===== config.mk =====
export PLATFORM = sky130hd
export DESIGN_NAME = bram_port_arbiter
export DESIGN_NICKNAME = d
export VERILOG_FILES = /design/src/rtl/bram_port_arbiter.sv
export SDC_FILE = /design/constraint.sdc
export NUM_CORES = 1
export LEC_CHECK = 0
export ABC_AREA = 1
export CAP_MARGIN = 30
export CORE_AREA = 2 2 108 110
export DETAILED_ROUTE_END_ITERATION = 6
export DIE_AREA = 0 0 110 112
export SETUP_SLACK_MARGIN = 0.4
export SLEW_MARGIN = 15
export SYNTH_ARGS = -nofsm -noshare
export SYNTH_HDL_FRONTEND = slang
export SYNTH_SLANG_ARGS = --single-unit
export TNS_END_PERCENT = 5

===== constraint.sdc =====
create_clock -name clock -period 1.7 [get_ports clock]
set_input_delay 0.255 -clock clock [delete_from_list [all_inputs] [get_ports clock]]
set_output_delay 0.255 -clock clock [all_outputs]
set_load 0.1 [all_outputs]

===== src/rtl/bram_port_arbiter.sv =====
// Two-requester arbiter for a single BRAM port: same-cycle round-robin grant,
// optional burst lock, and routing of returning read data to the issuing requester.
module bram_port_arbiter #(
   parameter int DW         = 32,
   parameter int AW         = 32,
   parameter int RD_LATENCY = 1
) (
   input  logic              clock,
   input  logic              reset,
   input  logic              req0,
   input  logic              req1,
   input  logic              lock0,
   input  logic              lock1,
   input  logic [DW/8-1:0]   we0,
   input  logic [DW/8-1:0]   we1,
   input  logic [AW-1:0]     addr0,
   input  logic [AW-1:0]     addr1,
   input  logic [DW-1:0]     wdata0,
   input  logic [DW-1:0]     wdata1,
   output logic              gnt0,
   output logic              gnt1,
   output logic              rvalid0,
   output logic              rvalid1,
   output logic [DW-1:0]     rdata,
   output logic              mem_en,
   output logic [DW/8-1:0]   mem_we,
   output logic [AW-1:0]     mem_addr,
   output logic [DW-1:0]     mem_wdata,
   input  logic [DW-1:0]     mem_rdata,
   output logic [1:0]        owner
);

   typedef enum logic [1:0] {
      IDLE  = 2'd0,
      LOCK0 = 2'd1,
      LOCK1 = 2'd2
   } lock_state_t;

   lock_state_t lock_state_q, lock_state_d;
   logic        rr_last_q, rr_last_d;

   // A lock holder that drops its request releases the port in the same cycle,
   // so the other requester is arbitrated under the ordinary rules right away.
   always_comb begin
      gnt0         = 1'b0;
      gnt1         = 1'b0;
      lock_state_d = lock_state_q;
      rr_last_d    = rr_last_q;
      if (!reset) begin
         if (lock_state_q == LOCK0 && req0) begin
            gnt0 = 1'b1;
         end else if (lock_state_q == LOCK1 && req1) begin
            gnt1 = 1'b1;
         end else if (req0 && req1) begin
            gnt0 = rr_last_q;
            gnt1 = ~rr_last_q;
         end else begin
            gnt0 = req0;
            gnt1 = req1;
         end
      end
      if (gnt0) begin
         rr_last_d    = 1'b0;
         lock_state_d = lock0 ? LOCK0 : IDLE;
      end else if (gnt1) begin
         rr_last_d    = 1'b1;
         lock_state_d = lock1 ? LOCK1 : IDLE;
      end else begin
         lock_state_d = IDLE;
      end
   end

   always_ff @(posedge clock or posedge reset) begin
      if (reset) begin
         lock_state_q <= IDLE;
         rr_last_q    <= 1'b1;
      end else begin
         lock_state_q <= lock_state_d;
         rr_last_q    <= rr_last_d;
      end
   end

   assign owner  = lock_state_q;
   assign mem_en = gnt0 | gnt1;

   always_comb begin
      mem_we    = '0;
      mem_addr  = '0;
      mem_wdata = '0;
      if (gnt0) begin
         mem_we    = we0;
         mem_addr  = addr0;
         mem_wdata = wdata0;
      end else if (gnt1) begin
         mem_we    = we1;
         mem_addr  = addr1;
         mem_wdata = wdata1;
      end
   end

   // Read tag pipeline: one {valid, id} per cycle of BRAM latency.
   logic [RD_LATENCY-1:0] rd_valid_q, rd_valid_d;
   logic [RD_LATENCY-1:0] rd_id_q, rd_id_d;

   assign rd_valid_d[0] = mem_en & (mem_we == '0);
   assign rd_id_d[0]    = gnt1;

   for (genvar gi = 1; gi < RD_LATENCY; gi++) begin : g_rd_shift
      assign rd_valid_d[gi] = rd_valid_q[gi-1];
      assign rd_id_d[gi]    = rd_id_q[gi-1];
   end

   always_ff @(posedge clock or posedge reset) begin
      if (reset) begin
         rd_valid_q <= '0;
         rd_id_q    <= '0;
      end else begin
         rd_valid_q <= rd_valid_d;
         rd_id_q    <= rd_id_d;
      end
   end

   assign rvalid0 = rd_valid_q[RD_LATENCY-1] & ~rd_id_q[RD_LATENCY-1];
   assign rvalid1 = rd_valid_q[RD_LATENCY-1] &  rd_id_q[RD_LATENCY-1];
   assign rdata   = mem_rdata;

endmodule


==> results of run 1 <==
## layout make-up
class,count,area (um2),share of cell area
Multi-Input combinational cell,223,2440,0.383
Sequential cell,5,134,0.0210
Tap cell,143,179,0.0281
Clock buffer,4,78.8,0.0124
Inverter,14,67.6,0.0106
Timing Repair Buffer,252,3470,0.545
## per-layer routing
layer | vias to the layer above | part of all wire | global-route usage
met5 | - | 0 | 0
met3 | 22 | 0.11 | 0.0457
met4 | 0 | 0.022 | 0.0464
li1 | 1252 | - | -
met1 | 1198 | 0.31 | 0.155
met2 | 138 | 0.56 | 0.305
## per-stage QoR
step	std cells	hold WS, ns	setup WS (ns)
after global routing	641	0.181	-0.402
final	641	0.161	-0.339
after detailed placement	617	0.511	-0.404
after floorplan	288	0.0328	-0.195
after global placement	617	0.511	-0.358
after CTS	639	0.173	-0.356
## cell usage in the layout (no fill, tap or decap), drive strengths merged
cell,Yosys,final
clkbuf,0,5
dlygate4sd2,0,3
o21ai,1,1
a22o,2,2
dfrtp,4,4
inv,14,13
nand3,6,6
nor2,8,8
nand2,201,201
clkdlybuf4s50,0,138
nand4,5,5
buf,46,110
clkinv,0,1
dfstp,1,1
## sequential cells by signal, indices dropped and copies added (netlist names)
signal      count
owner           2
rd_id_q         1
rd_valid_q      1
rr_last_q       1
## worst max path at each step
stage,slack (ns),end,depth (start not counted),startpoint
after CTS,-0.36,mem_addr[14],11,rr_last_q$_DFFE_PP1P_
after detailed placement,-0.40,mem_wdata[19],9,req0
after global placement,-0.36,mem_wdata[22],9,req0
final,-0.34,mem_addr[7],11,owner[0]$_DFF_PP0_
after global routing,-0.40,mem_addr[8],11,owner[0]$_DFF_PP0_
after floorplan,-0.19,mem_addr[10],9,owner[0]$_DFF_PP0_
## power groups by stage
stage / registers, uW / clock network (uW) / logic, uW
floorplan: 163 / 0 / 2150
global placement: 147 / 0 / 2940
detailed placement: 147 / 0 / 2960
CTS: 146 / 393 / 3240
global route: 148 / 407 / 3390
finish: 147 / 388 / 3280
## synthesized netlist by cell type, drive strengths merged
| master | instances |
|---|---|
| inv | 14 |
| buf | 46 |
| o21ai | 1 |
| nand2 | 201 |
| dfstp | 1 |
| a22o | 2 |
| nand3 | 6 |
| dfrtp | 4 |
| nor2 | 8 |
| nand4 | 5 |
## logic make-up (layout without fill, tap and decap cells)
| logic type | after synthesis | after routing | synth area share |
|---|---|---|---|
| flops | 5 | 5 | 0.0870 |
| compound gates | 3 | 3 | 0.0155 |
| buf+inv | 60 | 270 | 0.284 |
| simple gates | 220 | 220 | 0.613 |
## worst register-to-register path, stage by stage (launching register included)
cell	delay [ns]
dfstp_2	0.52
nand2_1	0.05
inv_1	0.07
nand2_2	0.07
buf_4	0.13
buf_4	0.12
buf_6	0.11
nand4_1	0.07
nand2_2	0.10
nor2_2	0.11
nand2_1	0.05
nor2_1	0.09
## repair_timing
action                                  in CTS  in global routing
cloned                                       9                  1
endpoints found under the setup margin      73                 76
pin swaps                                    8                 12
hold endpoints to repair                     0                  0
resized for setup                          117                 34
buffers inserted                             9                  1
==> results.md, run 1 <==
* Outcome: finished, violations left
* Failing checks: negative setup slack
* Clk pwr share at 0.102
* CTS tree: built
* Vias in the first global route at 2,800
* Startpoint Class: flop
* Critical path cell sequence: inv_2 -> nand2_2 -> nand2_2 -> nand3_4 -> inv_4 -> buf_6 -> buf_6 -> buf_12 -> nand2_8 -> nand2_8 -> buf_12
* Largest net degree at the start of global routing at 20
* Part of the power in combinational logic at 0.860
* F_max at 0.490 GHz
* DRC viols at 0
* Switching share of power at 0.528
* Rows at 39
* DP HPWL at 7380 um
* Seq/Total Area, Yosys at 0.0870
* Die ar. at 0.0123 mm2
* Initial DRC count at 54
* Final Hold Viols at 0
* Grt ovf at 0
* ANT cells at 0
* CTS buffer count at 3
* Cell count of the worst reg-to-reg path at 11
* Critical path's top delay family: buffers and inverters
* Layout area overhead at 338%
* Max VDD drop at 338 uV
* Cells after Synth at 288
* CP bufs+invs at 6
* Pint at 1800 uW
* Synth top area cells: nand2_1 (51%), buf_4 (19%), dfrtp_1 (6.9%), buf_6 (4.7%), inv_1 (3.1%)
* Data required time at the worst endpoint at 1.44 ns
* Design area at 0.00637 mm2
* Unique masters post-synth at 18
* H-Tree Depth at 1
* Cell accounting for the most synthesized area: nand2_1
* Arrival time at the worst endpoint at 1.78 ns
* Total Power at 3810 uW
* DRT Pass-1 Iters at 4
* Clk root buf: clkbuf_16
* Tcrit/Tclk final at 1.20
* Crit path capture type: output port
* Fillers at 928
* Post-route ant nets at 0
* Max-cap viol count at 0
* CP max-delay cell: dfrtp_4
* Layout cells sized above 1 at 0.616
* RR Startpoint: rr_last_q$_DFFE_PP1P_
* Max Root-Sink Buffers at 2
* Crit path time final at 2.04 ns
* Num Clock Sinks at 5
* Core area at 0.0112 mm2
* Placed cell area at 0.00545 mm2
* FF-to-FF End: rd_valid_q$_DFF_PP0_
* Lkg Pwr at 0.00263 uW
* Final TNS setup at -20.39 ns
* Relative slew slack at 0.837
* CTS clock-pin slew for the worst setup and hold paths at 0.03 ns
* Initial core utilization at 0.130
* Hold_buf cts at 0
* First-pass GRT wire length at 14,900 um
* Post-Route Skew at 0.000887 ns
* GPL Wtd Cong at 0.815
* WL per Instance at 15.8 um
* RSZ-0062 raised after global routing: yes
* Synth Register Bits at 5
* Synth Warn # at 0
* Yosys top cell area share at 0.512
* GRT Overall Usage at 0.157
* Syn Area/Cell at 5.04 um2
* Clk_lat worst skew at 0.23 ns
* Final setup fails at 71
* Setup Crit Path Kind: reg -> out
* PwrDens at 599 mW/mm2
* Via count at 2,610
* Avg Vias per Cell at 4.07
* Max Slew Vio Count at 0
* Final net count at 673
* Layout Utilization at 0.570
* Worst setup margin at -0.339 ns
* Syn_nets at 462
* Mapped cell area at 0.00145 mm2
* Psw at 2010 uW
* Hold crit path type: in -> async
* Worst Tran Pin Value at 0.244 ns
* WL final at 10,100 um
* Die Wd at 110 um
* Number of port buffers at 216
* R2R Setup Slk at 0.13 ns
* CP max stage delay at 0.50 ns
* Chip Height at 112 um
* Sequential fraction of design power at 0.039
* I/O pins at 281
* CP Max Fanout at 6
* Initial antenna violation count at 0
No activity file was read; power rests on OpenSTA's default activity.
==> run 2, diff against run 1 <==
--- a/config.mk
+++ b/config.mk
@@ -8,6 +8,7 @@
 export ABC_AREA = 1
 export CAP_MARGIN = 30
 export CORE_AREA = 2 2 108 110
+export CTS_CLUSTER_SIZE = 30
 export DETAILED_ROUTE_END_ITERATION = 6
 export DIE_AREA = 0 0 110 112
 export SETUP_SLACK_MARGIN = 0.4
==> results of run 2 <==
Same layout as run 1: the final DEF is identical, and so are final timing and power.
==> run 3, diff against run 2 <==
--- a/config.mk
+++ b/config.mk
@@ -7,10 +7,11 @@
 export LEC_CHECK = 0
 export ABC_AREA = 1
 export CAP_MARGIN = 30
-export CORE_AREA = 2 2 108 110
+export CORE_AREA = 2 2 109 111
 export CTS_CLUSTER_SIZE = 30
 export DETAILED_ROUTE_END_ITERATION = 6
-export DIE_AREA = 0 0 110 112
+export DIE_AREA = 0 0 111 113
+export DONT_BUFFER_PORTS = 1
 export SETUP_SLACK_MARGIN = 0.4
 export SLEW_MARGIN = 15
 export SYNTH_ARGS = -nofsm -noshare
==> constraint.sdc (replaced) <==
create_clock -name clock -period 2.2 [get_ports clock]
set_input_delay 0.33 -clock clock [delete_from_list [all_inputs] [get_ports clock]]
set_output_delay 0.33 -clock clock [all_outputs]
set_load 0.1 [all_outputs]
==> results.md, run 3 (synthesis gave the netlist of run 1 again) <==
* PwrDens at 655 mW/mm2 (was 599 mW/mm2)
* Fillers at 1,161 (was 928)
* Largest net degree at the start of global routing at 46 (was 20)
* Initial DRC count at 64 (was 54)
* Setup Crit Path Kind: reg -> out (unchanged)
* Crit path from: owner[1]$_DFF_PP0_ (was owner[0]$_DFF_PP0_)
* Final Hold Viols at 0 (unchanged)
* First-pass GRT wire length at 10,200 um (was 14,900 um)
* Final setup fails at 0 (was 71)
* Hold crit path type: in -> reg (was in -> async)
* Finished Layout Cells at 432 (was 641)
* Multi-input combinational cell area at 0.00205 mm2 (was 0.00244 mm2)
* Worst hold margin at 0.216 ns (was 0.161 ns)
* Data required time at the worst endpoint at 1.87 ns (was 1.44 ns)
* Most frequent cells in the layout: nand2_1 (96), nand2_8 (56), nand2_2 (31) (was clkdlybuf4s50_1 (138), nand2_2 (82), buf_12 (81))
* Max VDD drop at 227 uV (was 338 uV)
* Most Crowded Layer GR: met2 (unchanged)
* WL per Instance at 16.8 um (was 15.8 um)
* Relative slew slack at 0.800 (was 0.837)
* Avg Vias per Cell at 4.25 (was 4.07)
* CP endpoint: mem_wdata[3] (was mem_addr[7])
* Post-route ant nets at 0 (unchanged)
* Arrival time at the worst endpoint at 1.76 ns (was 1.78 ns)
* Crit path time final at 2.09 ns
* Max Slew Vio Count at 0 (unchanged)
* Clk_lat worst skew at 0.22 ns (was 0.23 ns)
* Number of port buffers at 0 (was 216)
* Met3 capacity usage during global routing at 0.0214 (was 0.0457)
* GR Util met1 at 0.109 (was 0.155)
* CTS tree: built (unchanged)
* Tcrit/Tclk final at 0.949
* Max-cap viol count at 0 (unchanged)
* Critical path cell sequence: nand2_2 -> nor2_2 -> nor2_4 -> nand2_4 -> clkinv_4 -> buf_12 -> buf_12 -> buf_16 -> nand2_8 -> nand2_8 (was inv_2 -> nand2_2 -> nand2_2 -> nand3_4 -> inv_4 -> buf_6 -> buf_6 -> buf_12 -> nand2_8 -> nand2_8 -> buf_12)
* GPL Wtd Cong at 0.733 (was 0.815)
* Crit path capture type: output port (unchanged)
* Core area at 0.0113 mm2 (was 0.0112 mm2)
* Largest register FFs at 2 (unchanged)
* Total area of sequential cells at 134 um2 (unchanged)
* I/O pins at 281 (unchanged)
* CTS buffer count at 3 (unchanged)
* Worst Tran Pin Value at 0.300 ns (was 0.244 ns)
* Rows at 39 (unchanged)
* Grt ovf at 0 (unchanged)
* Max Root-Sink Buffers at 2 (unchanged)
* Cell count of the worst reg-to-reg path at 10 (was 11)
* DRT Pass-1 Iters at 4 (unchanged)
* Lkg Pwr at 0.00130 uW (was 0.00263 uW)
* Met2 usage at 0.199 (was 0.305)
* CP max stage delay at 0.49 ns (was 0.50 ns)
* CP Max Fanout at 6 (unchanged)
* Commonest non-fill, non-tap cell in the layout: nand2_1 (was clkdlybuf4s50_1)
* R2R Setup Slk at 0.58 ns (was 0.13 ns)
* Final net count at 464 (was 673)
* ANT cells at 0 (unchanged)
* Post-Route Skew at 0.000378 ns (was 0.000887 ns)
* Startpoint Class: flop (unchanged)
* CP max-delay cell: dfrtp_4 (unchanged)
* Hold path startpoint: lock0
* Vias in the first global route at 1,932 (was 2,800)
* RSZ-0062 raised after global routing: yes (unchanged)
* Final TNS setup at 0 ns (was -20.39 ns)
* Die Wd at 111 um (was 110 um)
* Layout cells sized above 1 at 0.571 (was 0.616)
* CTS clock-pin slew for the worst setup and hold paths at 0.03 ns (about the same)
* DP HPWL at 4880 um (was 7380 um)
* Die ar. at 0.0125 mm2 (was 0.0123 mm2)
* H-Tree Depth at 1 (unchanged)
* Outcome: complete, no violations (was finished, violations left)
* F_max at 0.479 GHz
* Num Clock Sinks at 5 (unchanged)
* RR Startpoint: owner[0]$_DFF_PP0_ (was rr_last_q$_DFFE_PP1P_)
* Initial core utilization at 0.129 (was 0.130)
* FF-to-FF End: rd_valid_q$_DFF_PP0_ (unchanged)
* Via count at 1,834 (was 2,610)
* WL final at 7240 um (was 10,100 um)
* Initial antenna violation count at 0 (unchanged)
* DRC viols at 0 (unchanged)
* Placed insts at 408 (was 617)
* GRT Overall Usage at 0.102 (was 0.157)
* Clk root buf: clkbuf_16 (unchanged)
* Layout area overhead at 116% (was 338%)
* Chip Height at 113 um (was 112 um)
## run 3: stage by stage
step / util / setup slack (ns) / area [um2] / power, uW
after floorplan: - / 0.193 / 2080 / 1650
after global placement: 0.190 / 0.129 / 2150 / 1470
after detailed placement: 0.190 / 0.0685 / 2150 / 1480
after CTS: 0.268 / 0.0889 / 3020 / 2030
after global routing: 0.279 / 0.0224 / 3140 / 2130
final: 0.279 / 0.112 / 3140 / 2060
## run 3: layer usage
metal	part of all wire	wire (um)	vias up
met2	0.56	4050	140
met4	0.020	143	0
met3	0.087	627	21
met5	0	0	-
li1	-	-	834
met1	0.33	2420	839
## run 3: report_power, final
part	total, uW	switching, uW	internal [uW]
clock network	295	55.6	240
registers	114	7.37	106
logic	1650	1270	381
## run 3: critical path, delay by kind of cell (launching register included)
| kind | cells | cell delay (ns) |
|---|---|---|
| simple gates | 6 | 0.55 |
| flops | 1 | 0.49 |
| buf+inv | 4 | 0.47 |
## run 3: layout make-up
cell class,instances,area share
sequential,5,0.0426
inverter,14,0.0199
timing repair buffer,43,0.204
tap,143,0.0570
multi-input combinational,223,0.652
clock buffer,4,0.0251
## run 3: repair_timing
action / in CTS / in global routing
cloned: 6 / 1
endpoints found under the hold margin: 4 / 0
pin swaps: 31 / 10
setup endpoints to repair: 71 / 70
setup buffers: 11 / 1
hold buffers: 1 / 0
gates resized for setup: 87 / 18
## run 3: worst min-delay path by stage
| stage | end | cells past startpoint |
|---|---|---|
| floorplan | rd_id_q$_DFF_PP0_ | 1 |
| global placement | rd_valid_q$_DFF_PP0_ | 1 |
| detailed placement | rd_id_q$_DFF_PP0_ | 1 |
| CTS | owner[0]$_DFF_PP0_ | 2 |
| global route | owner[0]$_DFF_PP0_ | 2 |
| finish | owner[0]$_DFF_PP0_ | 2 |
